$ cat config.mk
export PLATFORM = sky130hd
export DESIGN_NAME = pulse_scheduler
export DESIGN_NICKNAME = d
export VERILOG_FILES = /design/src/rtl/pulse_scheduler.sv
export SDC_FILE = /design/constraint.sdc
export NUM_CORES = 1
export LEC_CHECK = 0
export CORE_MARGIN = 2
export CORE_UTILIZATION = 30
export DETAILED_ROUTE_END_ITERATION = 10
export GPL_ROUTABILITY_DRIVEN = 0
export RECOVER_POWER = 50
export SLEW_MARGIN = 20
export SYNTH_ARGS = -nofsm -noshare
export SYNTH_HDL_FRONTEND = slang
export SYNTH_SLANG_ARGS = --single-unit
$ cat constraint.sdc
create_clock -name clk -period 2.9 [get_ports clk]
set_clock_uncertainty 0.2 [all_clocks]
set_input_delay 0.58 -clock clk [delete_from_list [all_inputs] [get_ports clk]]
set_output_delay 0.58 -clock clk [all_outputs]
set_load 0.02 [all_outputs]
$ cat src/rtl/pulse_scheduler.sv
// pulse_scheduler
//   Clocked replacement for the delay-based pulse generators. Three
//   asynchronous triggers (short/medium/long pulse classes) each queue one
//   request on a rising edge; a round-robin scheduler emits one fixed-width
//   pulse per request on a shared line, with a guaranteed low gap between
//   pulses.
// Ports
//   clk          system clock, the only clock
//   rst_n        synchronous active-low reset
//   trig[2:0]    asynchronous requests, rising-edge sensitive, bit i = requester i
//   enable       1 = grants allowed, 0 = hold queued requests
//   clr_overrun  one-cycle strobe, clears all overrun bits
//   pulse        shared pulse output (registered)
//   pulse_src    requester owning the current/last pulse (registered)
//   busy         high while a pulse or its trailing gap is in progress
//   pending      per-requester queued-request flags
//   overrun      sticky per-requester "request dropped" flags

// Per-requester input capture: 2-flop synchronizer, third flop for edge
// detect, and a registered rise strobe. A trigger rising before edge 0
// shows up on rise after edge 2.
module pulse_trig_capture (
   input  logic clk,
   input  logic rst_n,
   input  logic trig,
   output logic rise
);
   logic [2:0] sync;

   always_ff @(posedge clk) begin
      if (!rst_n) begin
         sync <= '0;
         rise <= 1'b0;
      end else begin
         sync <= {sync[1:0], trig};
         rise <= sync[1] & ~sync[2];
      end
   end
endmodule

module pulse_scheduler #(
   parameter int unsigned WIDTH0 = 5,
   parameter int unsigned WIDTH1 = 25,
   parameter int unsigned WIDTH2 = 50,
   parameter int unsigned GAP    = 5,
   parameter int unsigned CNT_W  = 8
) (
   input  logic       clk,
   input  logic       rst_n,
   input  logic [2:0] trig,
   input  logic       enable,
   input  logic       clr_overrun,
   output logic       pulse,
   output logic [1:0] pulse_src,
   output logic       busy,
   output logic [2:0] pending,
   output logic [2:0] overrun
);
   localparam int NUM_REQ = 3;
   localparam logic [CNT_W-1:0] GAP_LD = (GAP == 0) ? '0 : CNT_W'(GAP - 1);

   typedef enum logic [1:0] {S_IDLE, S_PULSE, S_GAP} state_t;

   state_t             state;
   logic [CNT_W-1:0]   cnt;
   logic [1:0]         last_grant;
   logic [NUM_REQ-1:0] rise;
   logic               grant_vld;
   logic [1:0]         grant_idx;
   logic [NUM_REQ-1:0] grant_mask;

   genvar gi;
   generate
      for (gi = 0; gi < NUM_REQ; gi++) begin : g_cap
         pulse_trig_capture u_cap (
            .clk   (clk),
            .rst_n (rst_n),
            .trig  (trig[gi]),
            .rise  (rise[gi])
         );
      end
   endgenerate

   function automatic logic [1:0] next_idx(input logic [1:0] i);
      return (i == 2'd2) ? 2'd0 : i + 2'd1;
   endfunction

   // Counter preload for a granted requester; a zero width still gives one cycle.
   function automatic logic [CNT_W-1:0] load_val(input logic [1:0] idx);
      int unsigned w;
      case (idx)
         2'd0:    w = WIDTH0;
         2'd1:    w = WIDTH1;
         default: w = WIDTH2;
      endcase
      if (w == 0) w = 1;
      return CNT_W'(w - 1);
   endfunction

   // Round-robin: first pending requester after last_grant, wrapping mod 3.
   always_comb begin
      logic [1:0] cand;
      logic       found;
      cand      = last_grant;
      found     = 1'b0;
      grant_idx = last_grant;
      for (int j = 0; j < NUM_REQ; j++) begin
         cand = next_idx(cand);
         if (!found && pending[cand]) begin
            found     = 1'b1;
            grant_idx = cand;
         end
      end
      grant_vld  = found && enable && (state == S_IDLE);
      grant_mask = grant_vld ? (3'b001 << grant_idx) : 3'b000;
   end

   // One-deep queue per requester. An edge coinciding with the grant of the
   // same requester re-queues it; otherwise an edge onto a full slot is lost.
   // A fresh overrun outranks a simultaneous clear.
   always_ff @(posedge clk) begin
      if (!rst_n) begin
         pending <= '0;
         overrun <= '0;
      end else begin
         pending <= rise | (pending & ~grant_mask);
         overrun <= (overrun & {NUM_REQ{~clr_overrun}}) | (rise & pending & ~grant_mask);
      end
   end

   // A grant is only taken from IDLE, so between pulses the line is low for
   // the GAP cycles plus the one IDLE cycle.
   always_ff @(posedge clk) begin
      if (!rst_n) begin
         state      <= S_IDLE;
         cnt        <= '0;
         last_grant <= 2'd2;
         pulse_src  <= 2'd0;
         pulse      <= 1'b0;
         busy       <= 1'b0;
      end else begin
         case (state)
            S_IDLE: begin
               if (grant_vld) begin
                  state      <= S_PULSE;
                  cnt        <= load_val(grant_idx);
                  last_grant <= grant_idx;
                  pulse_src  <= grant_idx;
                  pulse      <= 1'b1;
                  busy       <= 1'b1;
               end
            end
            S_PULSE: begin
               if (cnt == '0) begin
                  pulse <= 1'b0;
                  if (GAP == 0) begin
                     state <= S_IDLE;
                     busy  <= 1'b0;
                  end else begin
                     state <= S_GAP;
                     cnt   <= GAP_LD;
                  end
               end else begin
                  cnt <= cnt - CNT_W'(1);
               end
            end
            S_GAP: begin
               if (cnt == '0) begin
                  state <= S_IDLE;
                  busy  <= 1'b0;
               end else begin
                  cnt <= cnt - CNT_W'(1);
               end
            end
            default: begin
               state <= S_IDLE;
               pulse <= 1'b0;
               busy  <= 1'b0;
            end
         endcase
      end
   end
endmodule

# Word-level counts from Yosys, hierarchy flattened
# Cells that the tools add are included.
# word_totals
ff_bits	34
out_inout_bits	10
word_cells	101
# classes
addsub	5
n_lt_le_gt_ge	3
n_eq_ne	10
shifts	1
mux	36
n_bitwise	16
reduce_logical	16
# ops
op	count
$mux 32	3
$mux 8	7
$logic_not 32->1	1
$pmux 8 s3	1
$mux 2	9
$sub 8x1->8 const B	2
$and 3x3->3	4
$pmux 6 s2	1
$reduce_and 3->1	4
$lt 2x3->1 const B	3
$eq 2x2->1 const B	4
$logic_not 8->1	1
$mux 1	8
$ne 2x2->1 const B	4
$add 2x1->2 const B	3
$bmux 1 s2	3
$not 1->1	6
$or 3x3->3	2
$pmux 1 s3	2
$pmux 2 s3	1
$eq 2x1->1 const B	2
$logic_and 1x1->1	4
$logic_not 2->1	2
$and 1x1->1	3
other kinds (6)	7

# Depth between registers and ports, before layout
# logic_depth
ltp_word	24
ltp_mapped	8
depth_no_buf	7

# Cells and area by module
# Synthesis repeated with hierarchy kept, for this count alone.
# unflattened
cells_unflattened	175
area_unflattened_um2	1577.8
# modules_own_cells
module	n_inst	cells_each	area_per_inst_um2	seq_area_each_um2
pulse_scheduler	1	151	1243.7	420.4
pulse_trig_capture	3	8	111.4	80.1

# Least setup slack after synthesis
# OpenSTA, ideal clock, no wires.
# synth_timing
path_type	register -> register
start	register pending[1]
end	register cnt[2]
t_arrival_ns	1.863
t_required_ns	2.584
setup_slack_ns	0.722
stages_incl_launch_ff	7
period_less_slack_ns	2.178
cell_sequence	dfxtp_1 -> buf_2 -> o31ai_2 -> a21oi_1 -> a21boi_4 -> mux2_2 -> and3_1
# synth_via
elab_chain_cells	22
word_cells_on_any_way	34
classes_between	1 x add/sub; 2 x eq/ne; 22 x mux; 9 x reduce/logical
# synth_lines
item	line	text
start: declaration	56	output logic [2:0] pending,
start signal: assignment	126	pending <= rise | (pending & ~grant_mask);
$bmux 1 s2	109	if (!found && pending[cand]) begin
$mux 1 (not written as such)	109	
$mux 1	109	
$logic_not 1->1	109	
$logic_and 1x1->1	109	
$mux 1	109	
$logic_not 1->1	109	
$logic_and 1x1->1	109	
[... 6 more ...]	-	
$logic_not 32->1	96	if (w == 0) w = 1;
$mux 8	96	
$mux 8	144	if (grant_vld) begin
$mux 8	142	case (state)
$mux 8	134	if (!rst_n) begin
$sub 8x1->8	97	return CNT_W'(w - 1);
$mux 8	144	
$pmux 8 s3	142	
end signal: assignment	146	cnt <= load_val(grant_idx);
end signal: assignment	164	cnt <= cnt - CNT_W'(1);
end signal: assignment	172	cnt <= cnt - CNT_W'(1);
end: declaration	65	logic [CNT_W-1:0] cnt;
# Several ways; a longest one is shown, not always the timed one. The select of a mux whose other input is x is not followed.
# A chain may end at the register's enable or synchronous reset.

# Worst setup path after layout
# layout_timing
start	input port enable
end	register cnt[2]
# layout_via
elab_chain_cells	4
# layout_lines
item	line	text
start: declaration	51	input logic enable,
$logic_and 1x1->1 (2 in a row)	114	grant_vld = found && enable && (state == S_IDLE);
$ne 2x2->1 (no line)	-	
$reduce_and 3->1 (no line)	-	
# No other way between the ends.

==> flow_metrics.py <==
metrics = {
    "final_layout": {
        "syn_to_final_growth_pct": 20.2,
        "instances_no_fill": 267,
        "antennaDiodeCount": 0,
        "final_design_area_no_fill_mm2": 0.00194,
        "fin_nets": 209,
        "final_layout_size_suffix_gt1_share_pct": 13.2,
        "final_cell_mix": "dfxtp_1 (33), nor2_1 (15), clkdlybuf4s50_1 (13)",
        "fillers": 563,
        "layout_commonest_cell": "dfxtp_1",
    },
    "setup_path": {
        "crit_required_ns": 2.87,
        "crit_chain": "dlygate4sd3_1 > o31ai_2 > a21oi_1 > a21boi_4 > mux2_2 > and3_1",
        "slowest_stage": "dlygate4sd3_1",
        "cp-start-kind": "input port",
        "path_delay_family": "compound AO/OA/AOI/OAI gates",
        "cp_max_fo": 8,
        "r2r-start": "cnt[0]",
        "setup.worst_path.class": "input port to flip-flop",
        "cp_num_buf_inv": 1,
        "r2r_slack_ns": 0.62,
        "end_kind": "flip-flop",
        "worst-path-stages": 6,
        "arrival_ns": 2.33,
        "reg2reg_to": "cnt[6]",
        "slowest_delay_ns": 0.56,
        "ff2ff_path_depth": 7,
    },
    "clocking": {
        "postCtsHoldBufs": 0,
        "cts_setup_buffers": 0,
        "htreeDepth": 2,
        "cts_sinks": 33,
        "cts_buffers": 5,
        "cts_resized": 0,
        "cts_root_buffer": "clkbuf_8",
        "cts_tree": "yes",
        "clk_pin_slew_worst_paths_ns": 0.07,
        "clockBufferDepth": 2,
        "clk_latency_ns": 0.27,
    },
    "detailed_routing": {
        "drc": 0,
        "drt_iter0_drc": 96,
        "drt-total-wl_um": 3150,
        "first_pass_iters": 4,
        "vias": 1291,
        "via_per_inst": 4.84,
        "drtAntennaViolNets": 0,
        "routedWlPerCell_um": 11.8,
    },
    "global_routing": {
        "grt_util_met2_pct": 17.8,
        "grt_max_degree": 15,
        "grt_antenna_before_repair": 0,
        "grtUsageMet3_pct": 3.53,
        "grt_pass1_vias": 1281,
        "grt_pass1_wl_um": 5720,
        "met1_usage_pct": 15.7,
        "grt-ovfl-total": 0,
        "gr-usage-all-layers_pct": 11.7,
        "grt-busiest-layer": "met2",
    },
    "die": {
        "io_pins": 17,
        "coreArea_mm2": 0.00514,
        "row_count": 26,
        "start_util_pct": 31.4,
        "die_y_um": 77.3,
        "die_area_mm2": 0.00598,
        "die_w_um": 77.3,
    },
    "timing": {
        "rsz0062_at_grt": "no",
        "max_freq_mhz": 424,
        "finalSetupViolCount": 0,
        "max_slew_margin_pct": 65.2,
        "maxSlewViolCount": 0,
        "hold_viol_final": 0,
        "setup_tns_ns": 0,
        "tightestPinTransition_ns": 0.517,
        "layout_min_cycle_time_ns": 2.36,
        "fin_crit_sh_pct": 81.3,
    },
    "yosys": {
        "synth_fa_ha_area_share_pct": 4.65,
        "yosys.area_share.simple_pct": 22.7,
        "synth_top_area_share_pct": 41.0,
        "yosys-top-cells-area": "dfxtp_1 (41%), ha_1 (4.7%), and2_1 (3.5%), nor2_1 (3.5%), o21a_1 (3.3%)",
        "ys_types": 47,
        "synth_top_family_by_area": "compound AO/OA/AOI/OAI gates",
        "syn_nets": 189,
        "synth_compound_area_share_pct": 24.9,
        "netlist_instances": 176,
        "synth_top_area_cell": "dfxtp_1",
        "ys_seq_elements": 33,
        "syn_area_mm2": 0.00161,
        "yosysWarnings": 0,
        "async_reset_ff_share_pct": 0,
        "synth_xor_area_share_pct": 0.543,
        "synth_mux_area_share_pct": 2.56,
        "synth_seq_area_share_pct": 41.0,
        "synthFlopType": "dfxtp_1",
        "synth_edf_count": 0,
        "avgSynthCellArea_um2": 9.16,
    },
    "pwr": {
        "power_leakage_nw": 0.756,
        "clkPwrFrac_pct": 21.6,
        "switchingPower_uw": 570,
        "power_frac_seq_pct": 37.0,
        "power_density_mw_per_mm2": 773,
        "internal-power_uw": 929,
        "power_frac_comb_pct": 41.4,
        "switching_share_pct": 38.1,
        "ir_worst_vdd_mv": 0.291,
    },
    "placement": {
        "placed_area_mm2": 0.00186,
        "place_inst": 259,
        "place_hpwl_um": 2260,
        "numPortBuffers": 16,
    },
    "worst_hold_path": {
        "worstHoldStart": "g_cap[0].u_cap.sync[2]",
        "hold_path.class": "flip-flop to flip-flop",
        "hold_path_depth": 1,
        "hold_end": "g_cap[0].u_cap.rise",
    },
    "outcome": {
        "outcome": "finished, final reports clean",
    },
    "flow_run": {
        "maxCapViolCount": 0,
    },
}
worst max-delay path by stage:
stage               slack (ns)  startpoint      to
detailed placement        0.33      enable  cnt[2]
CTS                       0.62      enable  cnt[2]
floorplan                 0.72  pending[1]  cnt[2]
global route              0.46      enable  cnt[2]
global placement          0.37      enable  cnt[2]
finish                    0.54      enable  cnt[2]
synthesized netlist by cell type, types with 2 or more instances:
| cell | count |
|---|---|
| ha_1 | 6 |
| a21oi_1 | 10 |
| o21ai_1 | 2 |
| nor2b_1 | 6 |
| nand2_1 | 9 |
| dfxtp_1 | 33 |
| nand2b_1 | 2 |
| and3_1 | 2 |
| and3b_1 | 2 |
| a31o_2 | 2 |
| clkbuf_1 | 4 |
| nor2_1 | 15 |
| nor4_1 | 2 |
| nor3b_1 | 2 |
| o221a_2 | 2 |
| o31ai_1 | 2 |
| buf_2 | 3 |
| o21ai_0 | 10 |
| a21o_1 | 2 |
| inv_1 | 6 |
| mux2i_1 | 3 |
| and2_1 | 9 |
| nand4_1 | 3 |
| o22ai_1 | 2 |
| o31ai_2 | 2 |
| o21a_1 | 7 |
| nor3_1 | 4 |
| o211ai_1 | 4 |
| a21boi_0 | 2 |
kinds of logic (layout without fill, tap and decap cells):
logic type | Yosys count | in the layout
flip-flops | 33 | 33
adder cells (fa/ha/maj) | 6 | 6
buffers and inverters | 14 | 35
XOR/XNOR | 1 | 1
multiplexers | 4 | 4
AO/OA/AOI/OAI | 55 | 55
AND/OR/NAND/NOR | 63 | 63
per-layer routing:
metal / wire [µm] / share of wire [%]
met1: 1600 / 51
met2: 1410 / 45
met3: 114 / 3.6
met4: 32 / 1.0
met5: 0 / 0
worst reg2reg max path: stages (launching register included):
cell      delay (ns)
dfxtp_1         0.37
inv_1           0.10
ha_1            0.16
or3b_2          0.56
o31ai_2         0.45
nor2_1          0.10
o21ai_1         0.12
a21boi_0        0.08
power groups by stage:
stage | Combinational [mW] | Sequential (mW) | Clock [mW]
after floorplan | 0.486 | 0.555 | 0
after global placement | 0.620 | 0.563 | 0
after detailed placement | 0.618 | 0.563 | 0
after CTS | 0.623 | 0.554 | 0.339
after global routing | 0.691 | 0.565 | 0.363
final | 0.621 | 0.555 | 0.323
stage by stage:
step	hold slack, ns	utilization (%)	power, mW	setup slack, ns
finish	0.180	37.7	1.50	0.544
global route	0.199	37.7	1.62	0.461
CTS	0.184	37.8	1.52	0.621
detailed placement	0.174	36.2	1.18	0.326
global placement	0.172	36.2	1.18	0.374
floorplan	0.167	-	1.04	0.722
flip-flops by register name, summed over array words and instances, names as in the netlist:
| signal | count |
|---|---|
| busy | 1 |
| cnt | 8 |
| g_cap.u_cap.rise | 3 |
| g_cap.u_cap.sync | 9 |
| last_grant | 1 |
| overrun | 3 |
| pending | 3 |
| pulse | 1 |
| pulse_src | 2 |
| state | 2 |
final cells by class:
| type | instances | area (µm²) | area share [%] |
|---|---|---|---|
| flip-flops and latches | 33 | 661 | 34.1 |
| inverters | 6 | 22.5 | 1.16 |
| clock inverters | 2 | 10.0 | 0.516 |
| multi-input cells | 129 | 892 | 46.0 |
| clock buffers | 6 | 72.6 | 3.74 |
| well taps | 70 | 87.6 | 4.52 |
| repair buffers | 21 | 194 | 10.0 |
(Power assumes the default switching activity.)
==> edit 1: new RTL, config.mk and constraints unchanged <==
The 3 states of `state_t` get a one-hot encoding in 3 bits.
--- a/src/rtl/pulse_scheduler.sv
+++ b/src/rtl/pulse_scheduler.sv
@@ -61,3 +61,3 @@
 
-   typedef enum logic [1:0] {S_IDLE, S_PULSE, S_GAP} state_t;
+   typedef enum logic [2:0] {S_IDLE = 3'b001, S_PULSE = 3'b010, S_GAP = 3'b100} state_t;
 
Function: no difference found for any inputs over 10 cycles, from zero or initial values and one cycle with rst_n low; not proved beyond that.
==> edit 1 against the unedited design <==
Die area is 1.4% higher. Final cell count is 2.2% lower. Worst setup slack better by 0.12 ns. Sequential cell count is 1 higher. Routed wire length is 1.4% lower. Area after synthesis is 1.5% higher. Design area stayed put. Largest cell class unchanged.
Power is not compared: it rests on default switching activity, and its combinational part moved more than twofold at a synthesized area within 25%.
==> edit 1: results (changes against the unedited design) <==
Cells and area:
- The footprint of the multi-input gates was 878 um2 (was 892 um2).
- The area share of buffers outside the clock network is 0.0865 (was 0.100).
- The total number of multi-input combinational cells is 128 (was 129).
- The layout cell share with drive strength beyond 1 is 0.0942 (was 0.132).
- The number of flip-flops and latches came to 34 (was 33).
- The clock network area share is 0.0587 (was 0.0426).
- The number of nets in the layout is 199 (was 209).
- The filler cell count is 522 (was 563).
- The fraction of area in registers is 0.351 (was 0.341).

Worst setup path:
- The origin of the worst setup path is pending[2]$_SDFF_PN0_ (was enable).
- The critical-path maximum fanout was 9 (was 8).
- The arrival time of data at the critical path endpoint is 1.46 ns (was 2.33 ns).
- The family of cells with the greatest summed delay on the critical path was buffers and inverters (was compound AO/OA/AOI/OAI gates).
- The depth of the worst register-to-register path is 5 (was 7).
- The standard cell with the maximum stage delay on the critical path is clkdlybuf4s50_1 (was dlygate4sd3_1).
- The reg-to-reg critical path startpoint is state[2]$_SDFFE_PN0P_ (was cnt[0]$_SDFFE_PN0P_).
- The reg-to-reg setup timing slack is 0.70 ns (was 0.62 ns).

Logic synthesis:
- The number of library cell types mapped by synthesis came to 54 (was 47).
- The area share of the largest cell type after synthesis came to 0.416 (was 0.410).
- Top post-synthesis cells by area: dfxtp_1 42%, and2_1 3.8%, nor2b_1 3.8% (was dfxtp_1 41%, ha_1 4.7%, and2_1 3.5%).
- Top cells by instance count after synthesis: 34 x dfxtp_1, 14 x nor2_1, 10 x and2_1, 10 x nor2b_1 (was 33 x dfxtp_1, 15 x nor2_1, 10 x a21oi_1, 10 x o21ai_0).

Drt:
- The total vias in the final route is 1281 (was 1291).
- The routed length per placed instance is 11.9 um (was 11.8 um).

STA:
- The worst-case headroom to the max-slew limit was 0.477 (was 0.652).

Global routing:
- The number of global-route vias before repair was 1197 (was 1281).

Run status:
- Run status: completed (unchanged).

Placed design:
- The placed wire-length estimate after detailed placement is 2.22 mm (was 2.26 mm).
edit 1: kinds of logic after synthesis:
group,count (synthesis),share of synthesized area
AO/OA/AOI/OAI,49,0.221
multiplexers,1,0.00612
AND/OR/NAND/NOR,73,0.272
flip-flops,34,0.416
XOR/XNOR,3,0.0252
buffers and inverters,13,0.0443
adder cells (fa/ha/maj),2,0.0153
edit 1: per-stage QoR:
step	total power, mW	area (um2)	hold WS (ns)	instances	setup WS [ns]
3_5_place_dp	0.590	1840	0.174	253	0.546
3_3_place_gp	0.590	1840	0.173	253	0.571
6_report	1.01	1940	0.185	261	0.663
5_1_grt	1.05	1940	0.198	261	0.591
4_1_cts	1.03	1950	0.185	261	0.631
2_1_floorplan	0.563	1640	0.167	175	0.960
edit 1: routing by layer:
metal	track usage	routed length [um]
met3	0.0314	114
met1	0.143	1570
met2	0.175	1390
met4	0.0446	23
met5	0	0
==> edit 2: new RTL, config.mk and constraints unchanged <==
Without the edit above. Set the parameter `CNT_W` to 6 (it was 8).
--- a/src/rtl/pulse_scheduler.sv
+++ b/src/rtl/pulse_scheduler.sv
@@ -45,3 +45,3 @@
    parameter int unsigned GAP    = 5,
-   parameter int unsigned CNT_W  = 8
+   parameter int unsigned CNT_W  = 6
 ) (
Check against the original RTL: no difference found for any inputs over 10 cycles, from zero or initial values and one cycle with rst_n low; that may be too few to reach the edited logic, so the function may still have changed.
==> edit 2 against the unedited design <==
Core utilization grew 0.30 points. Sequential power shrank 9.9%. Sequential share of layout area grew 2.6 points. Total power shrank 19%. Worst setup slack gained 0.11 ns. First-iteration DRC count grew 26%. Sequential cell count shrank 2. Fmax grew 4.9%. Routed wire length shrank 11%. Synthesized cell count shrank 11%. Design area shrank 13%. Area after synthesis shrank 13%. Critical path type is now flip-flop to output port. Largest cell class unchanged. Largest power group is now registers. Highest routed layer unchanged.
==> edit 2: results (changes against the unedited design) <==
Placed design:
- The placed wire-length estimate after detailed placement came to 1.96 mm (was 2.26 mm).

Global routing:
- The global routing usage on met1 is 0.167 (was 0.157).
- The largest net degree at the start of global routing was 16 (was 15).
- The combined global-route utilization of all metal layers is 0.121 (was 0.117).
- The routing usage on met3 is 0.0361 (was 0.0353).
- The number of global-route vias before repair is 1083 (was 1281).
- The first-pass GRT wire length is 4.95 mm (was 5.72 mm).

Drt:
- The average vias per placed instance is 4.98 (was 4.84).
- The met3 wire length is 104 um (was 114 um).
- The met2 layer wire length in the routed design is 1.25 mm (was 1.41 mm).
- The wire length reported by the detailed router is 2.80 mm (was 3.15 mm).
- The wire length on met1 was 1.40 mm (was 1.60 mm).

Logic synthesis:
- Top post-synthesis cells by area: dfxtp_1 44%, a21oi_1 5.7%, ha_1 5.3% (was dfxtp_1 41%, ha_1 4.7%, and2_1 3.5%).
- Top cells by instance count after synthesis: 31 x dfxtp_1, 16 x a21oi_1, 13 x nor2_1, 12 x inv_1, 9 x and2_1 (was 33 x dfxtp_1, 15 x nor2_1, 10 x a21oi_1, 10 x o21ai_0).
- The synthesized netlist net count was 169 (was 189).
- The sequential cell area fraction in the yosys report was 0.440 (was 0.410).

STA:
- The worst-case hold slack is 0.184 ns (was 0.180 ns).
- The worst-case headroom to the max-slew limit is 0.606 (was 0.652).

Power:
- The proportion of power drawn by combinational gates came to 0.323 (was 0.414).
- The static power due to leakage is 0.625 nW (was 0.756 nW).

Worst setup path:
- The worst reg2reg path endpoint is cnt[5]$_SDFFE_PN0P_ (was cnt[6]$_SDFFE_PN0P_).
- The reg-to-reg setup timing slack was 0.74 ns (was 0.62 ns).
- The standard cell with the maximum stage delay on the critical path was clkdlybuf4s50_1 (was dlygate4sd3_1).

Cells and area:
- The filler cell count is 472 (was 563).
- The layout cell share with drive strength beyond 1 was 0.0909 (was 0.132).
- The number of nets in the layout is 188 (was 209).
- Registers with the most flip-flops: g_cap.u_cap.sync x9, cnt x6 (was g_cap.u_cap.sync x9, cnt x8).

Run status:
- Run status: completed (unchanged).
[edit 2: how the worst max path moves through the flow]
| stage | startpoint | to | cells past startpoint |
|---|---|---|---|
| final | pending[2]$_SDFF_PN0_ | pending[2] | 1 |
| after global routing | cnt[0]$_SDFFE_PN0P_ | cnt[5]$_SDFFE_PN0P_ | 7 |
| after CTS | pending[2]$_SDFF_PN0_ | pending[2] | 1 |
| after detailed placement | enable | cnt[1]$_SDFFE_PN0P_ | 6 |
| after global placement | enable | cnt[1]$_SDFFE_PN0P_ | 6 |
| after floorplan | state[0]$_SDFFE_PN0P_ | cnt[1]$_SDFFE_PN0P_ | 6 |
[edit 2: metrics by stage]
step / setup slack (ns) / cell area, um2 / cells
6_report: 0.654 / 1690 / 228
5_1_grt: 0.556 / 1690 / 228
4_1_cts: 0.643 / 1700 / 228
3_5_place_dp: 0.559 / 1610 / 220
3_3_place_gp: 0.589 / 1610 / 220
2_1_floorplan: 1.10 / 1410 / 156
[edit 2: worst register-to-register path: cells and delay by family (launching register included)]
family,cells,cell delay (ns)
buffers and inverters,1,0.18
AOI/OAI and AO/OA,3,0.81
and+or+nand+nor,2,0.37
DFF,1,0.33
adders and majority gates,1,0.17
[edit 2: cell type report]
class / instances / share of cell area
clock buffer: 6 / 0.0429
clock inverter: 2 / 0.00740
inverter: 12 / 0.0266
multi-input combinational: 107 / 0.418
sequential: 31 / 0.367
tap: 52 / 0.0385
timing repair buffer: 18 / 0.0992
[edit 2: cells by family after synthesis]
logic type                 share of synthesized area
and+or+nand+nor                                0.194
adders and majority gates                     0.0533
DFF                                            0.441
AOI/OAI and AO/OA                              0.249
xor gates and xnor gates                     0.00622
buffers and inverters                         0.0577
